`src/rtl/pulse_scheduler_pkg.sv`:
```
// Shared types and constants for the pulse scheduler and related shared-output arbiters.
// Holds the FSM state encoding and the trigger-edge selection codes.
package pulse_scheduler_pkg;

    typedef enum logic [1:0] {
        ST_IDLE  = 2'd0,
        ST_PULSE = 2'd1,
        ST_GAP   = 2'd2
    } state_t;

    localparam int EDGE_RISE = 0;
    localparam int EDGE_FALL = 1;
    localparam int EDGE_BOTH = 2;

endpackage

```
`src/rtl/pulse_scheduler_rr_pick.sv`:
```
// Combinational round-robin picker: returns the first set request strictly after
// the last-served index, wrapping around, as one-hot, index and valid.
module pulse_rr_pick
    import pulse_scheduler_pkg::*;
#(
    parameter int N    = 4,
    parameter int IDXW = (N > 1) ? $clog2(N) : 1
) (
    input  logic [N-1:0]    req_i,
    input  logic [IDXW-1:0] last_i,
    output logic [N-1:0]    gnt_o,
    output logic [IDXW-1:0] idx_o,
    output logic            valid_o
);

    logic [IDXW-1:0] cand_s;
    logic            found_s;

    // Scan from last+1 upward with wrap; the first hit wins.
    always_comb begin
        gnt_o   = '0;
        idx_o   = '0;
        valid_o = 1'b0;
        cand_s  = '0;
        found_s = 1'b0;
        for (int i = 1; i <= N; i++) begin
            cand_s = IDXW'((int'(last_i) + i) % N);
            if (!found_s && req_i[cand_s]) begin
                found_s        = 1'b1;
                valid_o        = 1'b1;
                idx_o          = cand_s;
                gnt_o[cand_s]  = 1'b1;
            end else begin
                found_s = found_s;
            end
        end
    end

endmodule

```
`src/rtl/pulse_scheduler.sv`:
```
// Shares one timed pulse output among NUM_REQ requesters: edge triggers queue
// one-shot pulses that are served round-robin with a fixed idle gap between them.
module pulse_scheduler
    import pulse_scheduler_pkg::*;
#(
    parameter int NUM_REQ   = 4,
    parameter int LEN_WIDTH = 16,
    parameter int GAP       = 2,
    parameter int EDGE      = 0,
    parameter int RETRIGGER = 0
) (
    input  logic                           clk,
    input  logic                           rst,
    input  logic [NUM_REQ-1:0]             din,
    input  logic [NUM_REQ*LEN_WIDTH-1:0]   pulse_len,
    output logic                           dout,
    output logic [NUM_REQ-1:0]             grant,
    output logic                           busy,
    output logic [NUM_REQ-1:0]             pending
);

    localparam int IDXW = (NUM_REQ > 1) ? $clog2(NUM_REQ) : 1;
    localparam int GAPW = (GAP > 1) ? $clog2(GAP + 1) : 1;

    state_t                 state_q, state_d;
    logic [NUM_REQ-1:0]     din_prev_q;
    logic [NUM_REQ-1:0]     pending_q, pending_d;
    logic [NUM_REQ-1:0]     grant_q, grant_d;
    logic [LEN_WIDTH-1:0]   counter_q, counter_d;
    logic [GAPW-1:0]        gap_cnt_q, gap_cnt_d;
    logic [IDXW-1:0]        rr_ptr_q, rr_ptr_d;
    logic                   dout_q, dout_d;
    logic                   busy_q, busy_d;

    logic [NUM_REQ-1:0]     trig_s;
    logic [NUM_REQ-1:0]     set_s;
    logic [NUM_REQ-1:0]     clr_s;
    logic [NUM_REQ-1:0]     retrig_mask_s;
    logic [NUM_REQ-1:0]     pick_gnt_s;
    logic [IDXW-1:0]        pick_idx_s;
    logic                   pick_valid_s;
    logic                   owner_trig_s;
    logic [LEN_WIDTH-1:0]   pick_len_s;
    logic [LEN_WIDTH-1:0]   owner_len_s;
    logic [LEN_WIDTH-1:0]   len_arr_s [NUM_REQ];

    for (genvar g = 0; g < NUM_REQ; g++) begin : g_len
        assign len_arr_s[g] = pulse_len[g*LEN_WIDTH +: LEN_WIDTH];
    end

    assign pick_len_s   = len_arr_s[pick_idx_s];
    assign owner_len_s  = len_arr_s[rr_ptr_q];
    assign owner_trig_s = |(trig_s & grant_q);

    pulse_rr_pick #(
        .N    (NUM_REQ),
        .IDXW (IDXW)
    ) u_pick (
        .req_i   (pending_q),
        .last_i  (rr_ptr_q),
        .gnt_o   (pick_gnt_s),
        .idx_o   (pick_idx_s),
        .valid_o (pick_valid_s)
    );

    // Trigger vector from the configured edge polarity.
    always_comb begin
        case (EDGE)
            EDGE_RISE: trig_s = din & ~din_prev_q;
            EDGE_FALL: trig_s = ~din & din_prev_q;
            EDGE_BOTH: trig_s = din ^ din_prev_q;
            default:   trig_s = din & ~din_prev_q;
        endcase
    end

    // Next-state, counter, grant and pending update.
    always_comb begin
        state_d       = state_q;
        counter_d     = counter_q;
        gap_cnt_d     = gap_cnt_q;
        rr_ptr_d      = rr_ptr_q;
        grant_d       = grant_q;
        dout_d        = dout_q;
        clr_s         = '0;
        retrig_mask_s = '0;
        case (state_q)
            ST_IDLE: begin
                dout_d  = 1'b0;
                grant_d = '0;
                if (pick_valid_s) begin
                    clr_s     = pick_gnt_s;
                    counter_d = pick_len_s;
                    rr_ptr_d  = pick_idx_s;
                    if (pick_len_s == '0) begin
                        state_d = ST_IDLE;
                    end else begin
                        state_d = ST_PULSE;
                        dout_d  = 1'b1;
                        grant_d = pick_gnt_s;
                    end
                end else begin
                    state_d = ST_IDLE;
                end
            end
            ST_PULSE: begin
                // A retrigger on the owner reloads instead of queueing, even on the last cycle.
                if ((RETRIGGER != 0) && owner_trig_s) begin
                    retrig_mask_s = grant_q;
                    counter_d     = owner_len_s;
                end else if (counter_q == LEN_WIDTH'(1)) begin
                    dout_d  = 1'b0;
                    grant_d = '0;
                    if (GAP > 0) begin
                        state_d   = ST_GAP;
                        gap_cnt_d = GAPW'(GAP);
                    end else begin
                        state_d = ST_IDLE;
                    end
                end else begin
                    counter_d = counter_q - LEN_WIDTH'(1);
                end
            end
            ST_GAP: begin
                dout_d  = 1'b0;
                grant_d = '0;
                if (gap_cnt_q == GAPW'(1)) begin
                    state_d = ST_IDLE;
                end else begin
                    gap_cnt_d = gap_cnt_q - GAPW'(1);
                end
            end
            default: begin
                state_d = ST_IDLE;
                dout_d  = 1'b0;
                grant_d = '0;
            end
        endcase
        // A grant's clear overrides a same-cycle trigger on that channel.
        set_s     = trig_s & ~retrig_mask_s;
        pending_d = (pending_q | set_s) & ~clr_s;
        busy_d    = (state_d != ST_IDLE);
    end

    // State and output registers; reset drops everything immediately.
    always_ff @(posedge clk or posedge rst) begin
        if (rst) begin
            state_q    <= ST_IDLE;
            din_prev_q <= '0;
            pending_q  <= '0;
            grant_q    <= '0;
            counter_q  <= '0;
            gap_cnt_q  <= '0;
            rr_ptr_q   <= '0;
            dout_q     <= 1'b0;
            busy_q     <= 1'b0;
        end else begin
            state_q    <= state_d;
            din_prev_q <= din;
            pending_q  <= pending_d;
            grant_q    <= grant_d;
            counter_q  <= counter_d;
            gap_cnt_q  <= gap_cnt_d;
            rr_ptr_q   <= rr_ptr_d;
            dout_q     <= dout_d;
            busy_q     <= busy_d;
        end
    end

    assign dout    = dout_q;
    assign grant   = grant_q;
    assign busy    = busy_q;
    assign pending = pending_q;

endmodule

```
`config.mk`:
```
export PLATFORM = sky130hd
export DESIGN_NAME = pulse_scheduler
export DESIGN_NICKNAME = d
export VERILOG_FILES = /design/src/rtl/pulse_scheduler_pkg.sv /design/src/rtl/pulse_scheduler_rr_pick.sv /design/src/rtl/pulse_scheduler.sv
export SDC_FILE = /design/constraint.sdc
export NUM_CORES = 1
export LEC_CHECK = 0
export ABC_AREA = 1
export CAP_MARGIN = 0
export CORE_ASPECT_RATIO = 1.75
export CORE_MARGIN = 8
export CORE_UTILIZATION = 35
export DETAILED_ROUTE_END_ITERATION = 6
export HOLD_SLACK_MARGIN = 0.1
export PLACE_DENSITY = 0.72
export SETUP_SLACK_MARGIN = 0.05
export SYNTH_ARGS = -nofsm -noshare
export SYNTH_HDL_FRONTEND = slang
export SYNTH_SLANG_ARGS = --single-unit
export TNS_END_PERCENT = 5
```
`constraint.sdc`:
```
create_clock -name clk -period 3.65 [get_ports clk]
set_clock_uncertainty 0.2 [all_clocks]
set_input_delay 0.73 -clock clk [delete_from_list [all_inputs] [get_ports clk]]
set_output_delay 0.73 -clock clk [all_outputs]
set_load 0.01 [all_outputs]
```
==> qor.yml <==
cells_and_area:
  final_layout_size_suffix_gt1_share_pct: 7.72
  fill_cells: 955
  fin_nets: 676
  antenna_cells: 0
  area_delta_synth_final_pct: 32.6
clock_network:
  cts.sinks: 36
  hold_buffers: 0
  cts_htree_levels: 2
  insertion_delay_ps: 290
  cts_buffers: 5
  clock_path_buffers: 2
  clockRootBuffer: "clkbuf_16"
  path_clk_slew_ps: 60
  cts_tree: "done"
die:
  top_level_ports: 80
  rows: 46
  start_util_pct: 36.0
  core_area_sq_mm: 0.00909
  die_w_um: 89.1
  die_h_um: 144
  dieArea_sq_mm: 0.0128
synth:
  synth-seq-area-share_pct: 27.5
  synth_fp_nets: 599
  ys_ff_latch: 36
  syn_avg_cell_area_sq_um: 6.32
  netlist_instances: 518
  synth_area_sq_mm: 0.00327
  yosysWarnings: 0
  ys.flop_type: "dfrtp_1"
  synth_async_sr_flop_share_pct: 100
  synthDistinctLibCells: 36
  synth-edff-count: 0
drt:
  routed-wl-met3_um: 365
  drtAntennaViolNets: 0
  finalWirelength_um: 9670
  drtPass1Iterations: 4
  top_layer: "met4"
  wl_per_cell_um: 13.5
  wl_met1_um: 3590
  met2_length_um: 5340
  num_vias: 3529
  vias_per_cell: 4.93
  drt_iter0_drc: 274
  drcViolationCount: 0
global_routing:
  grt_pass1_wl_um: 16000
  grt.total_usage_pct: 15.6
  antenna_found_initial: 0
  gr-total-overflow: 0
  grt_max_degree: 37
  grt_pass1_vias: 3627
sta:
  finalCriticalPeriod_ps: 3310
  slew_headroom_pct: 68.9
  tns_ps: 0
  rsz0062_at_grt: "false"
  drv_slew: 0
  max_freq_mhz: 302
  finalSetupViolations: 0
  period_share_pct: 90.7
  max_slew.worst_pin.slew_ps: 466
  hold_viol_final: 0
min_path:
  min_path_type: "register to register"
placed_design:
  port_buffers: 79
  hpwl_um: 7780
  gp_congestion: 0.878
worst_setup_path:
  cp.required_ps: 3630
  startpoint_type: "register"
  crit_path_max_fanout: 12
  crit_end: "dout"
  cp.arrival_ps: 3290
  r2r-start: "rr_ptr_q[1]"
  regToRegSetupSlack_ps: 340
  r2r_cells: 18
  end_kind: "register"
  crit_path_start: "rr_ptr_q[1]"
  path_class: "register to register"
  timing.rr.end: "dout"
job:
  maxCapViolations: 0
status:
  outcome: "finished, final reports clean"
## worst min path at each step
stage / start / end / depth (start not counted)
floorplan: gap_cnt_q[0] / gap_cnt_q[0] / 1
global placement: grant[1] / grant[1] / 2
detailed placement: grant[1] / grant[1] / 2
CTS: grant[1] / grant[1] / 2
global route: grant[3] / grant[3] / 2
finish: grant[1] / grant[1] / 2
## cells by family after synthesis
kind of cell    Yosys count  synth area share [%]
fa+ha+maj                11                  4.20
xor+xnor                  5                  1.34
buf+inv                 118                  15.6
flops                    36                  27.5
simple gates            282                  39.4
compound gates           66                  12.0
## cells in the final DEF (no fill, tap or decap), types with 4 or more instances in the layout
cell type        count
ha_1                11
o21ai_0             32
nand2_2              6
a31oi_1              6
a221oi_1             4
inv_1               95
buf_4                7
a21oi_1             15
nand2_4              6
nand4_1             20
nand2_1            151
nand3_1             44
clkbuf_16            5
nor2_1              42
dfrtp_1             36
clkdlybuf4s50_1     79
inv_2                4
## cell type report
cell class                      count  area, sq um  share of cell area [%]
Multi-Input combinational cell    365         1890                    43.6
Sequential cell                    36          901                    20.8
Clock inverter                      3         42.5                   0.980
Timing Repair Buffer               86          843                    19.4
Tap cell                          120          150                    3.46
Clock buffer                        5          125                    2.88
Inverter                          101          384                    8.85
## worst max-delay path, cell delays in order (launching register included)
cell     delay [ps]
dfrtp_1         370
inv_1           210
ha_1            360
inv_2           120
nand3_1          80
nand2_1         190
o21ai_2          90
nand2_1         290
nand2_1         180
nor2_4          260
nand2_1         100
nand3_1          90
nand2_1          90
nor2_1          100
nand2_1          80
nor2_2          150
nand2_2         100
nand3_1          80
nand2_1          50
## registers in the layout, summed over array words and instances (netlist names)
| signal | flops |
|---|---|
| counter_q | 16 |
| din_prev_q | 4 |
| grant | 4 |
| pending | 4 |
| gap_cnt_q | 2 |
| rr_ptr_q | 2 |
| state_q | 2 |
| busy | 1 |
| dout | 1 |
## stage by stage
step | instances | hold WS [ps] | cell area, sq um | setup WS [ps] | util (%)
6_report | 716 | 295 | 4340 | 340 | 47.7
5_1_grt | 716 | 328 | 4340 | 56.8 | 47.7
4_1_cts | 715 | 302 | 4310 | 240 | 47.4
3_5_place_dp | 707 | 287 | 4140 | 255 | 45.5
3_3_place_gp | 707 | 287 | 4140 | 352 | 45.5
2_1_floorplan | 518 | 264 | 3270 | 837 | -
## Yosys cell counts, types with 4 or more instances
master	n	area [sq um]
nand2_2	6	37.5
nand2_4	6	67.6
buf_6	5	56.3
nand3_1	44	220
a221oi_1	4	35.0
nand2_1	151	567
a21oi_1	15	75.1
nor2_1	42	158
nand4_1	20	125
inv_1	95	357
nor2_2	4	25.0
buf_4	5	37.5
inv_2	4	15.0
a31oi_1	6	37.5
ha_1	11	138
dfrtp_1	36	901
o21ai_0	32	160
buf_2	4	20.0
## repair_timing
action | in CTS | in global routing
resized for setup | 0 | 3
endpoints found under the setup margin | 0 | 7
setup buffers | 0 | 0
## metal layers
metal,vias up,global-route usage [%]
li1,1782,-
met1,1617,16.7
met2,101,28.2
met3,29,1.89
met4,0,8.55
met5,-,0
Power is left out: the tool's default activity adds up to more than one toggle a clock period on the data nets, which glitch-free logic cannot reach.
==> variant 1: new RTL, config.mk and constraints unchanged <==
The 3 states of `state_t` get a one-hot encoding in 3 bits.
--- a/src/rtl/pulse_scheduler_pkg.sv
+++ b/src/rtl/pulse_scheduler_pkg.sv
@@ -2,10 +2,10 @@
 // Holds the FSM state encoding and the trigger-edge selection codes.
 package pulse_scheduler_pkg;
 
-    typedef enum logic [1:0] {
-        ST_IDLE  = 2'd0,
-        ST_PULSE = 2'd1,
-        ST_GAP   = 2'd2
+    typedef enum logic [2:0] {
+        ST_IDLE  = 3'b001,
+        ST_PULSE = 3'b010,
+        ST_GAP   = 3'b100
     } state_t;
 
     localparam int EDGE_RISE = 0;
Formal check against the unedited RTL: same outputs for any inputs over 4 cycles, from zero or initial values and one cycle with rst high; so few cycles prove little.
==> variant 1 against the original RTL <==
  * Critical path depth rose by 1
  * Highest routed layer unchanged
  * Cell area shrank 3.0%
  * Critical path type unchanged
  * Largest cell class unchanged
  * Wire length down 7.2%
  * Core utilization down 0.85 points
  * Sequential share of layout area up 1.3 points
  * Sequential cell count grew 1
  * Area after synthesis decreased by 2.0%
  * Via count fell by 3.8%
  * Setup slack better by 0.083 ns
==> variant 1: results (changes against the original RTL) <==
| Metric | Value |
|---|---|
| Total CTS buffers | `5 (unchanged)` |
| Total Routing Usage GR | `0.1445 (-0.01127)` |
| Register with the highest flop count | `counter_q` |
| First-pass detailed-route iteration total | `5 (+1)` |
| DP HPWL | `7.213 mm (-7.3%)` |
| Ratio of cells with drive above 1 in the final layout | `0.07434 (-0.002845)` |
| Via count of the first global-routing pass | `3,407 (-6.1%)` |
| Asr flop ratio synth | `1.000 (unchanged)` |
| Detailed Route Iter0 Violations | `215 (-22%)` |
| Routed via count divided by cell count | `4.955 (+0.53%)` |
| Unique cell type count in the Yosys netlist | `38 (+5.6%)` |
| Worst-path maximum fanout | `32 (+20)` |
| Antenna Diode Count | `0 (unchanged)` |
| Placed cell areas | `4069 µm² (-1.8%)` |
| Sequential element share of the synthesized area | `0.2891 (+0.01388)` |
| Slew HR | `0.5612 (-0.1279)` |
| Largest net degree at the start of global routing | `38 (+2.7%)` |
| Wire length of the first global-routing pass | `14.83 mm (-7.4%)` |
| Routability-driven placement congestion ratio | `0.9093 (+3.5%)` |
| Total number of nets in the final design | `645 (-4.6%)` |
| Worst EP arrival | `3.19 ns (-0.10 ns)` |
| Top cells by area, synth | `sky130_fd_sc_hd__dfrtp_1 28%, sky130_fd_sc_hd__nand2_1 15%, sky130_fd_sc_hd__nand3_1 9.4%` |
| Final worst slack | `0.4229 ns (+0.08283 ns)` |
| WL met3 | `332 µm (-9.0%)` |
| Number of nets in the synthesized netlist | `570 (-4.8%)` |
| Top cells by instance count after synthesis | `127 x sky130_fd_sc_hd__nand2_1, 72 x sky130_fd_sc_hd__inv_1, 60 x sky130_fd_sc_hd__nand3_1` |
| Highest Signal Layer | `met4` |
| Detailed Route WL | `8.976 mm (-7.2%)` |
| Routed length on met2 | `4.870 mm (-8.8%)` |
| Worst slack after detailed placement | `0.2956 ns (+0.04012 ns)` |
| Status | `finished clean` |
| DRT met1 WL | `3.558 mm (-0.84%)` |
## variant 1: final timing paths
path                             start       endpoint  cells past startpoint
hold / removal                grant[3]       grant[3]                      2
hold reg to reg               grant[3]       grant[3]                      2
min in group asynchronous          rst  din_prev_q[2]                      3
setup / recovery           rr_ptr_q[1]           busy                     19
max in group asynchronous          rst     state_q[0]                      3
setup reg to reg           rr_ptr_q[1]           busy                     19
## variant 1: kinds of logic after synthesis
kind of cell,synth area share
fa+ha+maj,0.04292
flops,0.2891
compound gates,0.1229
xor+xnor,0.01639
buf+inv,0.1330
simple gates,0.3956
## variant 1: where the power goes
group	switching, µW	internal [µW]	leakage [µW]
sequential	167	594	0.000446
clock	161	252	0.0000679
combinational	2320	1220	0.00156
total	2650	2070	0.00208
## variant 1: area by class of cell
cell class | count | area [µm²]
fill | 954 | 4771
multi-input combinational | 357 | 1853
sequential | 37 | 928.4
timing repair buffer | 85 | 835.8
inverter | 78 | 302.8
tap | 120 | 150.1
clock buffer | 7 | 132.6
clock inverter | 1 | 5.005
## variant 1: per-layer routing
metal  vias up  track usage
li1       1722            -
met1      1566       0.1563
met2        89       0.2641
met3        17      0.02130
met4         0      0.06368
met5         -            0
## variant 1: critical path, cell delays in order, from the launching register on
cell and delay (ns):
sky130_fd_sc_hd__dfrtp_1 0.53, sky130_fd_sc_hd__inv_2 0.14, sky130_fd_sc_hd__ha_1 0.38, sky130_fd_sc_hd__inv_1 0.10, sky130_fd_sc_hd__nand2_2 0.09, sky130_fd_sc_hd__nand2_4 0.08
sky130_fd_sc_hd__a21oi_1 0.13, sky130_fd_sc_hd__nand2_1 0.10, sky130_fd_sc_hd__nand2_4 0.18, sky130_fd_sc_hd__nand2_4 0.21, sky130_fd_sc_hd__nand2_1 0.12, sky130_fd_sc_hd__nand2_1 0.05
sky130_fd_sc_hd__nand2_1 0.05, sky130_fd_sc_hd__nand2_1 0.08, sky130_fd_sc_hd__nor2_1 0.14, sky130_fd_sc_hd__nand2_1 0.07, sky130_fd_sc_hd__nor2_1 0.12, sky130_fd_sc_hd__nand2_2 0.14
sky130_fd_sc_hd__nand2_2 0.11, sky130_fd_sc_hd__a21oi_1 0.07
## variant 1: per-stage QoR
stage                     hold slack [ns]  cells
after global routing               0.3189    685
after CTS                          0.2831    685
after floorplan                    0.2637    489
after global placement             0.2686    677
after detailed placement           0.2717    677
final                              0.2800    685
==> variant 2: new RTL, same settings <==
Made on the original files. Set the parameter `NUM_REQ` to 2 (it was 4).
--- a/src/rtl/pulse_scheduler.sv
+++ b/src/rtl/pulse_scheduler.sv
@@ -3,7 +3,7 @@
 module pulse_scheduler
     import pulse_scheduler_pkg::*;
 #(
-    parameter int NUM_REQ   = 4,
+    parameter int NUM_REQ   = 2,
     parameter int LEN_WIDTH = 16,
     parameter int GAP       = 2,
     parameter int EDGE      = 0,
Ports: changed (resized din, grant, pending and pulse_len); port bits go from 80 to 42. No check against the original RTL was run, so the function may have changed too.
==> variant 2 against the original RTL <==
  * Global-route usage is 1.3 points lower
  * Area after synthesis is 39% lower
  * Setup slack better by 0.63 ns
  * Core utilization is 1.7 points lower
  * Worst hold slack better by 0.0042 ns
  * Sequential cell count is 7 lower
  * Wire length is 42% lower
  * Synthesized cell count is 44% lower
  * Cell area is 41% lower
  * Sequential share of layout area is 7.7 points higher
  * Count of clock-buffer cells in the layout is 2 higher
==> variant 2: results (changes against the original RTL) <==
| Metric | Value |
|---|---|
| Routability-driven placement congestion ratio | `0.8978 (+2.2%)` |
| Count of cells along the worst register-to-register path | `9 (-9)` |
| Largest buffer count on any clock path | `2 (unchanged)` |
| Slew HR | `0.5000 (-0.1891)` |
| Clock-cell share of area | `0.04561 (+0.006972)` |
| Worst setup startpoint | `pending[1]` |
| First-pass detailed-route iteration total | `5 (+1)` |
| FF+latch count | `29 (-19%)` |
| Layout non-clock buf frac | `0.1667 (-0.02760)` |
| Routed via count divided by cell count | `4.988 (+1.2%)` |
| Largest net degree at the start of global routing | `31 (-16%)` |
| Total of cells resized after clock tree synthesis | `0 (unchanged)` |
| Via count of the first global-routing pass | `2,112 (-42%)` |
| Detailed Route Iter0 Violations | `48 (-82%)` |
| Launch point of the worst hold path | `gap_cnt_q[0]` |
| End of the critical path | `pending[1]` |
| Status | `finished clean` |
| Worst reg2reg path endpoint | `busy` |
| Top cells by area, synth | `sky130_fd_sc_hd__dfrtp_1 36%, sky130_fd_sc_hd__nand2_1 16%, sky130_fd_sc_hd__nand3_1 9.2%` |
| Largest stage delay on the critical path | `0.80 ns (+0.43 ns)` |
| Unique cell type count in the Yosys netlist | `29 (-19%)` |
| Cell at the root of the clock tree | `sky130_fd_sc_hd__clkbuf_8` |
| Multi-input gates | `223 (-39%)` |
| Layout buffer count excluding clock buffers | `43 (-50%)` |
| FF-to-FF setup slack | `1.38 ns (+1.04 ns)` |
| DP HPWL | `4.238 mm (-46%)` |
| Sequential element share of the synthesized area | `0.3618 (+0.08659)` |
| Worst-case hold path end point | `gap_cnt_q[0]` |
| Buffers added on ports | `41 (-48%)` |
| Non-Clock Inverter Count | `26 (-74%)` |
| Worst-path maximum fanout | `21 (+9)` |
| Largest delay share family, worst path | `flip-flops` |
| Sequential share of cell area | `0.2845 (+0.07684)` |
| Core Area | `5540 µm² (-39%)` |
| Worst EP arrival | `1.75 ns (-1.54 ns)` |
| Detailed Route WL | `5.637 mm (-42%)` |
| Number of nets in the synthesized netlist | `328 (-45%)` |
| Ratio of cells with drive above 1 in the final layout | `0.08511 (+0.007925)` |
| Asr flop ratio synth | `1.000 (unchanged)` |
| Number of cells on the worst hold path | `1 (-1)` |
| Number of fill cells | `555 (-42%)` |
| Clk_buf instances | `7 (+2)` |
==> variant 2: cell count changes after synthesis, moves of 4 or more <==
cell,before,now
sky130_fd_sc_hd__nand3_1,44,37
sky130_fd_sc_hd__nand2_2,6,2
sky130_fd_sc_hd__o21ai_0,32,8
sky130_fd_sc_hd__nand4_1,20,3
sky130_fd_sc_hd__nor2_1,42,38
sky130_fd_sc_hd__dfrtp_1,36,29
sky130_fd_sc_hd__ha_1,11,3
sky130_fd_sc_hd__nand2_1,151,85
sky130_fd_sc_hd__a21oi_1,15,8
sky130_fd_sc_hd__a221oi_1,4,0
sky130_fd_sc_hd__inv_1,95,23
sky130_fd_sc_hd__o21ai_1,2,7
==> variant 2: logic make-up (layout without fill, tap and decap cells) <==
group,count (synthesis),count (layout),share of synthesized area
flip-flops,29,29,0.3618
AND/OR/NAND/NOR,180,180,0.4030
buffers and inverters,37,77,0.09419
XOR/XNOR,3,3,0.01310
adder cells (fa/ha/maj),3,3,0.01872
AO/OA/AOI/OAI,36,36,0.1042
multiplexers,1,1,0.004991
==> variant 2: metrics by stage <==
stage / utilization / setup WS (ns) / std cells
finish: 0.4605 / 0.9686 / 405
global route: 0.4605 / 0.8702 / 405
CTS: 0.4605 / 0.9503 / 405
detailed placement: 0.4395 / 1.266 / 397
global placement: 0.4395 / 1.278 / 397
floorplan: - / 1.989 / 289
==> variant 2: per-layer routing <==
layer	GRT usage	part of all wire	vias up
li1	-	-	1017
met1	0.1372	0.39	947
met2	0.2669	0.55	44
met3	0.02837	0.036	12
met4	0.08468	0.024	0
met5	0	0	-
==> variant 2: report_power, final <==
part           internal (µW)  switching [µW]
Clock                    222             128
Sequential               447             147
Combinational            331             532
